<file path="src/rtl/fetch_ctrl_pkg.sv">
// Shared encodings for the fetch sequencer: FSM states and redirect source codes.
package fetch_ctrl_pkg;

    // Fetch FSM state encodings
    localparam logic [1:0] FETCH_BOOT = 2'd0;
    localparam logic [1:0] FETCH_REQ  = 2'd1;
    localparam logic [1:0] FETCH_HOLD = 2'd2;

    // Redirect sources, numerically ordered so that a larger code wins
    localparam logic [1:0] REDIR_NONE = 2'd0;
    localparam logic [1:0] REDIR_JAL  = 2'd1;
    localparam logic [1:0] REDIR_BR   = 2'd2;
    localparam logic [1:0] REDIR_TRAP = 2'd3;

    typedef logic [1:0] redir_src_t;

    // A redirect target is misaligned when either of its two low bits is set
    function automatic logic is_misaligned(input logic [1:0] low_bits);
        return |low_bits;
    endfunction

endpackage

</file>
<file path="src/rtl/fetch_ctrl_if.sv">
// Instruction-memory request/acknowledge bus between the fetch sequencer and imem.
interface fetch_ctrl_if #(
    parameter int XLEN = 32
);
    logic            imem_req;
    logic [XLEN-1:0] imem_addr;
    logic            imem_ack;
    logic [31:0]     imem_rdata;

    modport master (
        output imem_req,
        output imem_addr,
        input  imem_ack,
        input  imem_rdata
    );

    modport slave (
        input  imem_req,
        input  imem_addr,
        output imem_ack,
        output imem_rdata
    );
endinterface

</file>
<file path="src/rtl/fetch_ctrl_redirect_arbiter.sv">
// Picks the single redirect to honour this cycle from the new requests and the pending entry.
module fetch_ctrl_redirect_arbiter
    import fetch_ctrl_pkg::*;
#(
    parameter int XLEN = 32
) (
    input  logic            trap_valid,
    input  logic [XLEN-1:0] trap_target,
    input  logic            br_valid,
    input  logic [XLEN-1:0] br_target,
    input  logic            jal_valid,
    input  logic [XLEN-1:0] jal_target,
    input  logic            pend_valid,
    input  redir_src_t      pend_src,
    input  logic [XLEN-1:0] pend_target,
    output logic            win_valid,
    output redir_src_t      win_src,
    output logic [XLEN-1:0] win_target
);

    redir_src_t      new_src_s;
    logic [XLEN-1:0] new_target_s;

    // Fixed-priority pick among this cycle's new redirects: trap > branch > jump
    always_comb begin
        new_src_s    = REDIR_NONE;
        new_target_s = {XLEN{1'b0}};
        if (trap_valid) begin
            new_src_s    = REDIR_TRAP;
            new_target_s = trap_target;
        end else if (br_valid) begin
            new_src_s    = REDIR_BR;
            new_target_s = br_target;
        end else if (jal_valid) begin
            new_src_s    = REDIR_JAL;
            new_target_s = jal_target;
        end else begin
            new_src_s    = REDIR_NONE;
            new_target_s = {XLEN{1'b0}};
        end
    end

    // A new redirect displaces the pending one only when it is at least as important
    always_comb begin
        win_valid  = 1'b0;
        win_src    = REDIR_NONE;
        win_target = {XLEN{1'b0}};
        if ((new_src_s != REDIR_NONE) && (!pend_valid || (new_src_s >= pend_src))) begin
            win_valid  = 1'b1;
            win_src    = new_src_s;
            win_target = new_target_s;
        end else if (pend_valid) begin
            win_valid  = 1'b1;
            win_src    = pend_src;
            win_target = pend_target;
        end else begin
            win_valid  = 1'b0;
            win_src    = REDIR_NONE;
            win_target = {XLEN{1'b0}};
        end
    end

endmodule

</file>
<file path="src/rtl/fetch_ctrl.sv">
// Fetch sequencer: drives PC update controls, owns the imem handshake, buffers one
// instruction while decode stalls and squashes fetches made stale by a redirect.
module fetch_ctrl
    import fetch_ctrl_pkg::*;
#(
    parameter int              XLEN         = 32,
    parameter logic [XLEN-1:0] RESET_VECTOR = 32'h0000_0000
) (
    input  logic            clk,
    input  logic            rst_n,
    input  logic [XLEN-1:0] pc_in,
    fetch_ctrl_if.master    imem,
    input  logic            id_stall,
    input  logic            trap_valid,
    input  logic [XLEN-1:0] trap_target,
    input  logic            br_valid,
    input  logic [XLEN-1:0] br_target,
    input  logic            jal_valid,
    input  logic [XLEN-1:0] jal_target,
    output logic            if_valid,
    output logic [31:0]     if_instr,
    output logic [XLEN-1:0] if_pc,
    output logic            pc_write_enable,
    output logic            pc_sel,
    output logic [XLEN-1:0] redirect_pc,
    output logic            flush_if,
    output logic            misalign_err
);

    logic [1:0]      state_q, state_d;
    logic            pend_valid_q, pend_valid_d;
    redir_src_t      pend_src_q, pend_src_d;
    logic [XLEN-1:0] pend_target_q, pend_target_d;
    logic [31:0]     hold_instr_q, hold_instr_d;
    logic [XLEN-1:0] hold_pc_q, hold_pc_d;

    logic            win_valid_s;
    redir_src_t      win_src_s;
    logic [XLEN-1:0] win_target_s;

    logic            req_s;
    logic            apply_s;
    logic            if_valid_s;
    logic [31:0]     if_instr_s;
    logic [XLEN-1:0] if_pc_s;
    logic            pwe_s;
    logic            sel_s;

    fetch_ctrl_redirect_arbiter #(.XLEN(XLEN)) u_arb (
        .trap_valid  (trap_valid),
        .trap_target (trap_target),
        .br_valid    (br_valid),
        .br_target   (br_target),
        .jal_valid   (jal_valid),
        .jal_target  (jal_target),
        .pend_valid  (pend_valid_q),
        .pend_src    (pend_src_q),
        .pend_target (pend_target_q),
        .win_valid   (win_valid_s),
        .win_src     (win_src_s),
        .win_target  (win_target_s)
    );

    // Next-state, pending-redirect, hold-buffer and per-cycle control decisions
    always_comb begin
        state_d       = state_q;
        pend_valid_d  = pend_valid_q;
        pend_src_d    = pend_src_q;
        pend_target_d = pend_target_q;
        hold_instr_d  = hold_instr_q;
        hold_pc_d     = hold_pc_q;
        req_s         = 1'b0;
        apply_s       = 1'b0;
        if_valid_s    = 1'b0;
        if_instr_s    = 32'd0;
        if_pc_s       = pc_in;
        pwe_s         = 1'b0;
        sel_s         = 1'b0;
        case (state_q)
            FETCH_BOOT: begin
                // Quiet cycle; redirects seen now are remembered for the first fetch
                if_pc_s       = RESET_VECTOR;
                pend_valid_d  = win_valid_s;
                pend_src_d    = win_src_s;
                pend_target_d = win_target_s;
                state_d       = FETCH_REQ;
            end
            FETCH_REQ: begin
                req_s = 1'b1;
                if (imem.imem_ack) begin
                    pwe_s = 1'b1;
                    if (win_valid_s) begin
                        // Returned word is stale: drop it and steer the PC
                        apply_s      = 1'b1;
                        sel_s        = 1'b1;
                        pend_valid_d = 1'b0;
                        pend_src_d   = REDIR_NONE;
                    end else if (!id_stall) begin
                        if_valid_s = 1'b1;
                        if_instr_s = imem.imem_rdata;
                    end else begin
                        hold_instr_d = imem.imem_rdata;
                        hold_pc_d    = pc_in;
                        state_d      = FETCH_HOLD;
                    end
                end else begin
                    // Request in flight: keep it up, queue the redirect for the ack
                    pend_valid_d  = win_valid_s;
                    pend_src_d    = win_src_s;
                    pend_target_d = win_target_s;
                end
            end
            FETCH_HOLD: begin
                if_pc_s = hold_pc_q;
                if (win_valid_s) begin
                    apply_s      = 1'b1;
                    pwe_s        = 1'b1;
                    sel_s        = 1'b1;
                    pend_valid_d = 1'b0;
                    pend_src_d   = REDIR_NONE;
                    state_d      = FETCH_REQ;
                end else begin
                    if_valid_s = 1'b1;
                    if_instr_s = hold_instr_q;
                    if (!id_stall) begin
                        state_d = FETCH_REQ;
                    end else begin
                        state_d = FETCH_HOLD;
                    end
                end
            end
            default: begin
                state_d      = FETCH_BOOT;
                pend_valid_d = 1'b0;
                pend_src_d   = REDIR_NONE;
            end
        endcase
    end

    // Output drive; address and redirect fields read as zero when not in use
    always_comb begin
        imem.imem_req   = req_s;
        imem.imem_addr  = req_s ? pc_in : {XLEN{1'b0}};
        if_valid        = if_valid_s;
        if_instr        = if_instr_s;
        if_pc           = if_pc_s;
        pc_write_enable = pwe_s;
        pc_sel          = sel_s;
        flush_if        = apply_s;
        redirect_pc     = apply_s ? {win_target_s[XLEN-1:2], 2'b00} : {XLEN{1'b0}};
        misalign_err    = apply_s & is_misaligned(win_target_s[1:0]);
    end

    // State, pending redirect and hold buffer registers
    always_ff @(posedge clk or negedge rst_n) begin
        if (!rst_n) begin
            state_q       <= FETCH_BOOT;
            pend_valid_q  <= 1'b0;
            pend_src_q    <= REDIR_NONE;
            pend_target_q <= {XLEN{1'b0}};
            hold_instr_q  <= 32'd0;
            hold_pc_q     <= {XLEN{1'b0}};
        end else begin
            state_q       <= state_d;
            pend_valid_q  <= pend_valid_d;
            pend_src_q    <= pend_src_d;
            pend_target_q <= pend_target_d;
            hold_instr_q  <= hold_instr_d;
            hold_pc_q     <= hold_pc_d;
        end
    end

endmodule

</file>
<file path="src/flat_wrapper.sv">
// flat-port wrapper written by rule: the top's interface ports become plain ports
module fetch_ctrl_flat import fetch_ctrl_pkg::*;
#(
    parameter int              XLEN         = 32,
    parameter logic [XLEN-1:0] RESET_VECTOR = 32'h0000_0000
)
  (clk, rst_n, pc_in, id_stall, trap_valid, trap_target, br_valid, br_target, jal_valid, jal_target, if_valid, if_instr, if_pc, pc_write_enable, pc_sel, redirect_pc, flush_if, misalign_err, imem_imem_req, imem_imem_addr, imem_imem_ack, imem_imem_rdata);
  fetch_ctrl_if #(.XLEN(XLEN)) imem_i ();
  input  logic clk;
  input  logic rst_n;
  input  logic [XLEN-1:0] pc_in;
  input  logic id_stall;
  input  logic trap_valid;
  input  logic [XLEN-1:0] trap_target;
  input  logic br_valid;
  input  logic [XLEN-1:0] br_target;
  input  logic jal_valid;
  input  logic [XLEN-1:0] jal_target;
  output logic if_valid;
  output logic [31:0] if_instr;
  output logic [XLEN-1:0] if_pc;
  output logic pc_write_enable;
  output logic pc_sel;
  output logic [XLEN-1:0] redirect_pc;
  output logic flush_if;
  output logic misalign_err;
  output wire logic [$bits(imem_i.imem_req)-1:0] imem_imem_req;
  output wire logic [$bits(imem_i.imem_addr)-1:0] imem_imem_addr;
  input wire logic [$bits(imem_i.imem_ack)-1:0] imem_imem_ack;
  input wire logic [$bits(imem_i.imem_rdata)-1:0] imem_imem_rdata;
  assign imem_imem_req = imem_i.imem_req;
  assign imem_imem_addr = imem_i.imem_addr;
  assign imem_i.imem_ack = imem_imem_ack;
  assign imem_i.imem_rdata = imem_imem_rdata;
  fetch_ctrl #(.XLEN(XLEN), .RESET_VECTOR(RESET_VECTOR)) u_core (.clk(clk), .rst_n(rst_n), .pc_in(pc_in), .imem(imem_i), .id_stall(id_stall), .trap_valid(trap_valid), .trap_target(trap_target), .br_valid(br_valid), .br_target(br_target), .jal_valid(jal_valid), .jal_target(jal_target), .if_valid(if_valid), .if_instr(if_instr), .if_pc(if_pc), .pc_write_enable(pc_write_enable), .pc_sel(pc_sel), .redirect_pc(redirect_pc), .flush_if(flush_if), .misalign_err(misalign_err));
endmodule
</file>
<file path="config.mk">
export PLATFORM = sky130hd
export DESIGN_NAME = fetch_ctrl_flat
export DESIGN_NICKNAME = d
export VERILOG_FILES = /design/src/rtl/fetch_ctrl_pkg.sv /design/src/rtl/fetch_ctrl_if.sv /design/src/rtl/fetch_ctrl_redirect_arbiter.sv /design/src/rtl/fetch_ctrl.sv /design/src/flat_wrapper.sv
export SDC_FILE = /design/constraint.sdc
export NUM_CORES = 1
export LEC_CHECK = 0
export ABC_AREA = 1
export CORE_MARGIN = 10
export CORE_UTILIZATION = 47
export CTS_CLUSTER_DIAMETER = 120
export DETAILED_ROUTE_END_ITERATION = 8
export PLACE_DENSITY = 0.95
export SLEW_MARGIN = 20
export SYNTH_ARGS = -nofsm -noshare
export SYNTH_HDL_FRONTEND = slang
export SYNTH_SLANG_ARGS = --single-unit
</file>
<file path="constraint.sdc">
create_clock -name clk -period 7.5 [get_ports clk]
set_input_delay 2.25 -clock clk [delete_from_list [all_inputs] [get_ports clk]]
set_output_delay 2.25 -clock clk [all_outputs]
set_load 0.03 [all_outputs]
</file>
==> qor.yml, run 1 <==
total_leakage_power_nw: 4.95
syn-instance-count: 1045
drtPass1Iterations: 5
cp.required_ns: 5.25
num_io_pins: 301
hold_violations: 0
rsz0062_at_grt: "false"
path_class: "in -> out"
critPathMaxFanout: 26
synth_compound_area_share_pct: 18.0
synth_top_area_cell: "dfrtp_1"
setup_viol: 0
rows: 44
detailed_place.area_um2: 9730
worstHoldPathType: "reg -> reg"
ys_ff_latch: 101
drt-total-wl_mm: 23.6
clockBufferDepth: 2
maxCapViolCount: 0
synth.distinct_cells: 28
cts_root_buf: "clkbuf_16"
grt_max_degree: 67
switching_power_w: 0.00156
power.internal_w: 0.00175
status: "finished clean"
r2r_cells: 8
combPwrFrac_pct: 57.9
use_met3_pct: 10.7
synth_area_per_cell_um2: 6.57
yosysMostFrequentCell: "nand2_1"
synthFlopType: "dfrtp_1"
synth_mux_area_share_pct: 0
gp_congestion: 0.844
ys_top_cells_by_area: "dfrtp_1 37%, nand2_1 25%, o21ai_2 6.8%"
seqPwrFrac_pct: 27.6
r2r-end: "u_core.hold_pc_q[1]$_DFFE_PN0P_"
cp-endpoint: "misalign_err"
die_x_um: 141
yosys.area_share.xor_xnor_pct: 0
avgViaCountPerCell: 5.02
fp.dieH_um: 141
antenna_found_initial: 3
fmax_mhz: 138
netSwitchingFraction_pct: 47.0
start_kind: "primary input"
post_cts_buffers: 0
grt_overflow: 0
synth_edf_count: 0
wl_per_cell_um: 15.8
start_util_pct: 47.6
met1_usage_pct: 25.0
ir_worst_vdd_v: 0.000225
ant_nets: 0
synth-adder-area-share_pct: 1.09
h-tree-depth: 3
async_flop_share_pct: 100
synth_top_family_by_area: "simple AND/OR/NAND/NOR gates"
coreArea_um2: 14400
die_area_um2: 19800
areaGrowthSynthToFinish_pct: 46.6
use_met2_pct: 38.7
ys.warnings.count: 0
slew_headroom_pct: 26.5
track_usage_pct: 22.9
seq_area_frac_synth_pct: 36.8
synth-simple-area-share_pct: 31.5
p_clk_share_pct: 14.5
fin_nets: 1475
finalCriticalPeriod_ns: 7.26
synth_top_area_share_pct: 36.8
synth_common_cells: "466 x nand2_1, 110 x inv_1, 101 x dfrtp_1, 71 x o21ai_0, 68 x a21oi_1"
worst_pin_slew_ns: 1.10
timing.rr.start: "u_core.pend_valid_q$_DFF_PN0_"
fin_area_um2: 10100
cp_data_arrival_time_ns: 5.01
finClkSkew_ns: 0.00952
drive_gt1_share_pct: 10.6
clock_sinks: 101
numCtsBuffers: 9
drc: 0
hpwlAfterDp_mm: 18.4
drtIter0Drc: 432
grt_pass1_vias: 7504
powerDensity_nw_per_um2: 329
setup-tns-final_ns: 0
syn_area_um2: 6870
slew_viol_final: 0
cp-end-kind: "primary output"
grt_pass1_wl_mm: 37.7
period_share_pct: 96.8
port_buffers: 298
cts_tree: "yes"
cp-startpoint: "jal_valid"
clk_pin_slew_ns: 0.06
postCtsHoldBufs: 0
ctsResizeCount: 0
hp-start: "u_core.pend_target_q[6]$_DFFE_PN0P_"
grt-busiest-layer: "met2"
clkLatencyLatePin_ns: 0.34
rrSetupSlack_ns: 4.78
num_vias: 7499
-- metrics by stage --
stage	setup WS, ns	utilization, %	hold slack (ns)	instances	power, W
5_1_grt	0.0119	69.8	0.498	1493	0.00357
6_report	0.237	69.8	0.483	1493	0.00331
3_3_place_gp	0.321	67.5	0.461	1474	0.00280
2_1_floorplan	1.18	-	0.449	1046	0.00214
3_5_place_dp	0.279	67.5	0.468	1474	0.00285
4_1_cts	0.256	69.6	0.483	1490	0.00334
-- cells in the final DEF, fill, tap and decap left out, drive strengths merged --
cell type / Yosys / routed
a21oi: 69 / 69
buf: 44 / 55
bufinv: 0 / 1
clkbuf: 26 / 11
clkdlybuf4s50: 0 / 260
clkinv: 2 / 4
clkinvlp: 0 / 2
conb: 1 / 2
dfrtp: 101 / 101
diode: 0 / 2
ha: 6 / 6
inv: 113 / 113
nand2: 467 / 467
nand3: 35 / 35
nand4: 2 / 2
nor2: 39 / 39
nor3: 1 / 1
o211ai: 1 / 1
o21ai: 136 / 136
or2: 2 / 2
-- state kept, by name (all words and copies together) (netlist names) --
register	count
u_core.hold_instr_q	32
u_core.pend_target_q	32
u_core.hold_pc_q	32
u_core.pend_valid_q	1
u_core.state_q	2
u_core.pend_src_q	2
-- logic make-up after synthesis --
group                    after synthesis
AND/OR/NAND/NOR                      546
AO/OA/AOI/OAI                        206
buffers and inverters                185
flip-flops                           101
adder cells (fa/ha/maj)                6
other                                  1
-- final cells by class --
type | instances | area [um2]
Fill cell | 1164 | 4360
Multi-Input combinational cell | 760 | 3490
Timing Repair Buffer | 315 | 3070
Sequential cell | 101 | 2530
Inverter | 115 | 432
Clock buffer | 11 | 253
Tap cell | 184 | 230
Clock inverter | 5 | 58.8
Antenna cell | 2 | 5.00
-- worst max-delay path, cell delays in order --
cell	delay (ns)
clkdlybuf4s50_1	0.50
inv_1	0.11
o21ai_0	0.22
inv_1	0.07
ha_1	0.27
inv_1	0.04
nand2_1	0.04
nand2_1	0.07
nand2_1	0.07
nand2_2	0.16
buf_12	0.22
nand2_1	0.06
nand2_1	0.07
a21oi_1	0.14
clkdlybuf4s50_1	0.69
-- power by group through the flow --
stage	Clock, W	Combinational (W)	Sequential [W]
floorplan	0	0.00127	0.000864
global placement	0	0.00189	0.000906
detailed placement	0	0.00193	0.000919
CTS	0.000490	0.00194	0.000912
global route	0.000512	0.00211	0.000942
finish	0.000479	0.00192	0.000914
-- layer usage --
metal	share of wire [%]	wire, um
met1	38	8920
met2	47	11200
met3	12	2920
met4	2.5	592
met5	0.055	13
-- worst min-delay path by stage --
stage                                      endpoint  cells after the start  slack, ns
6_report        u_core.pend_target_q[6]$_DFFE_PN0P_                      2       0.48
5_1_grt        u_core.pend_target_q[25]$_DFFE_PN0P_                      2       0.50
4_1_cts        u_core.pend_target_q[21]$_DFFE_PN0P_                      2       0.48
3_5_place_dp    u_core.hold_instr_q[15]$_DFFE_PN0P_                      2       0.47
3_3_place_gp    u_core.pend_target_q[3]$_DFFE_PN0P_                      2       0.46
2_1_floorplan  u_core.pend_target_q[10]$_DFFE_PN0P_                      2       0.45
(Power assumes the default switching activity.)
==> run 2: changes to the inputs <==
- CAP_MARGIN: default -> 20
==> results of run 2 <==
No change in the layout: final DEF, timing and power equal those of run 1.
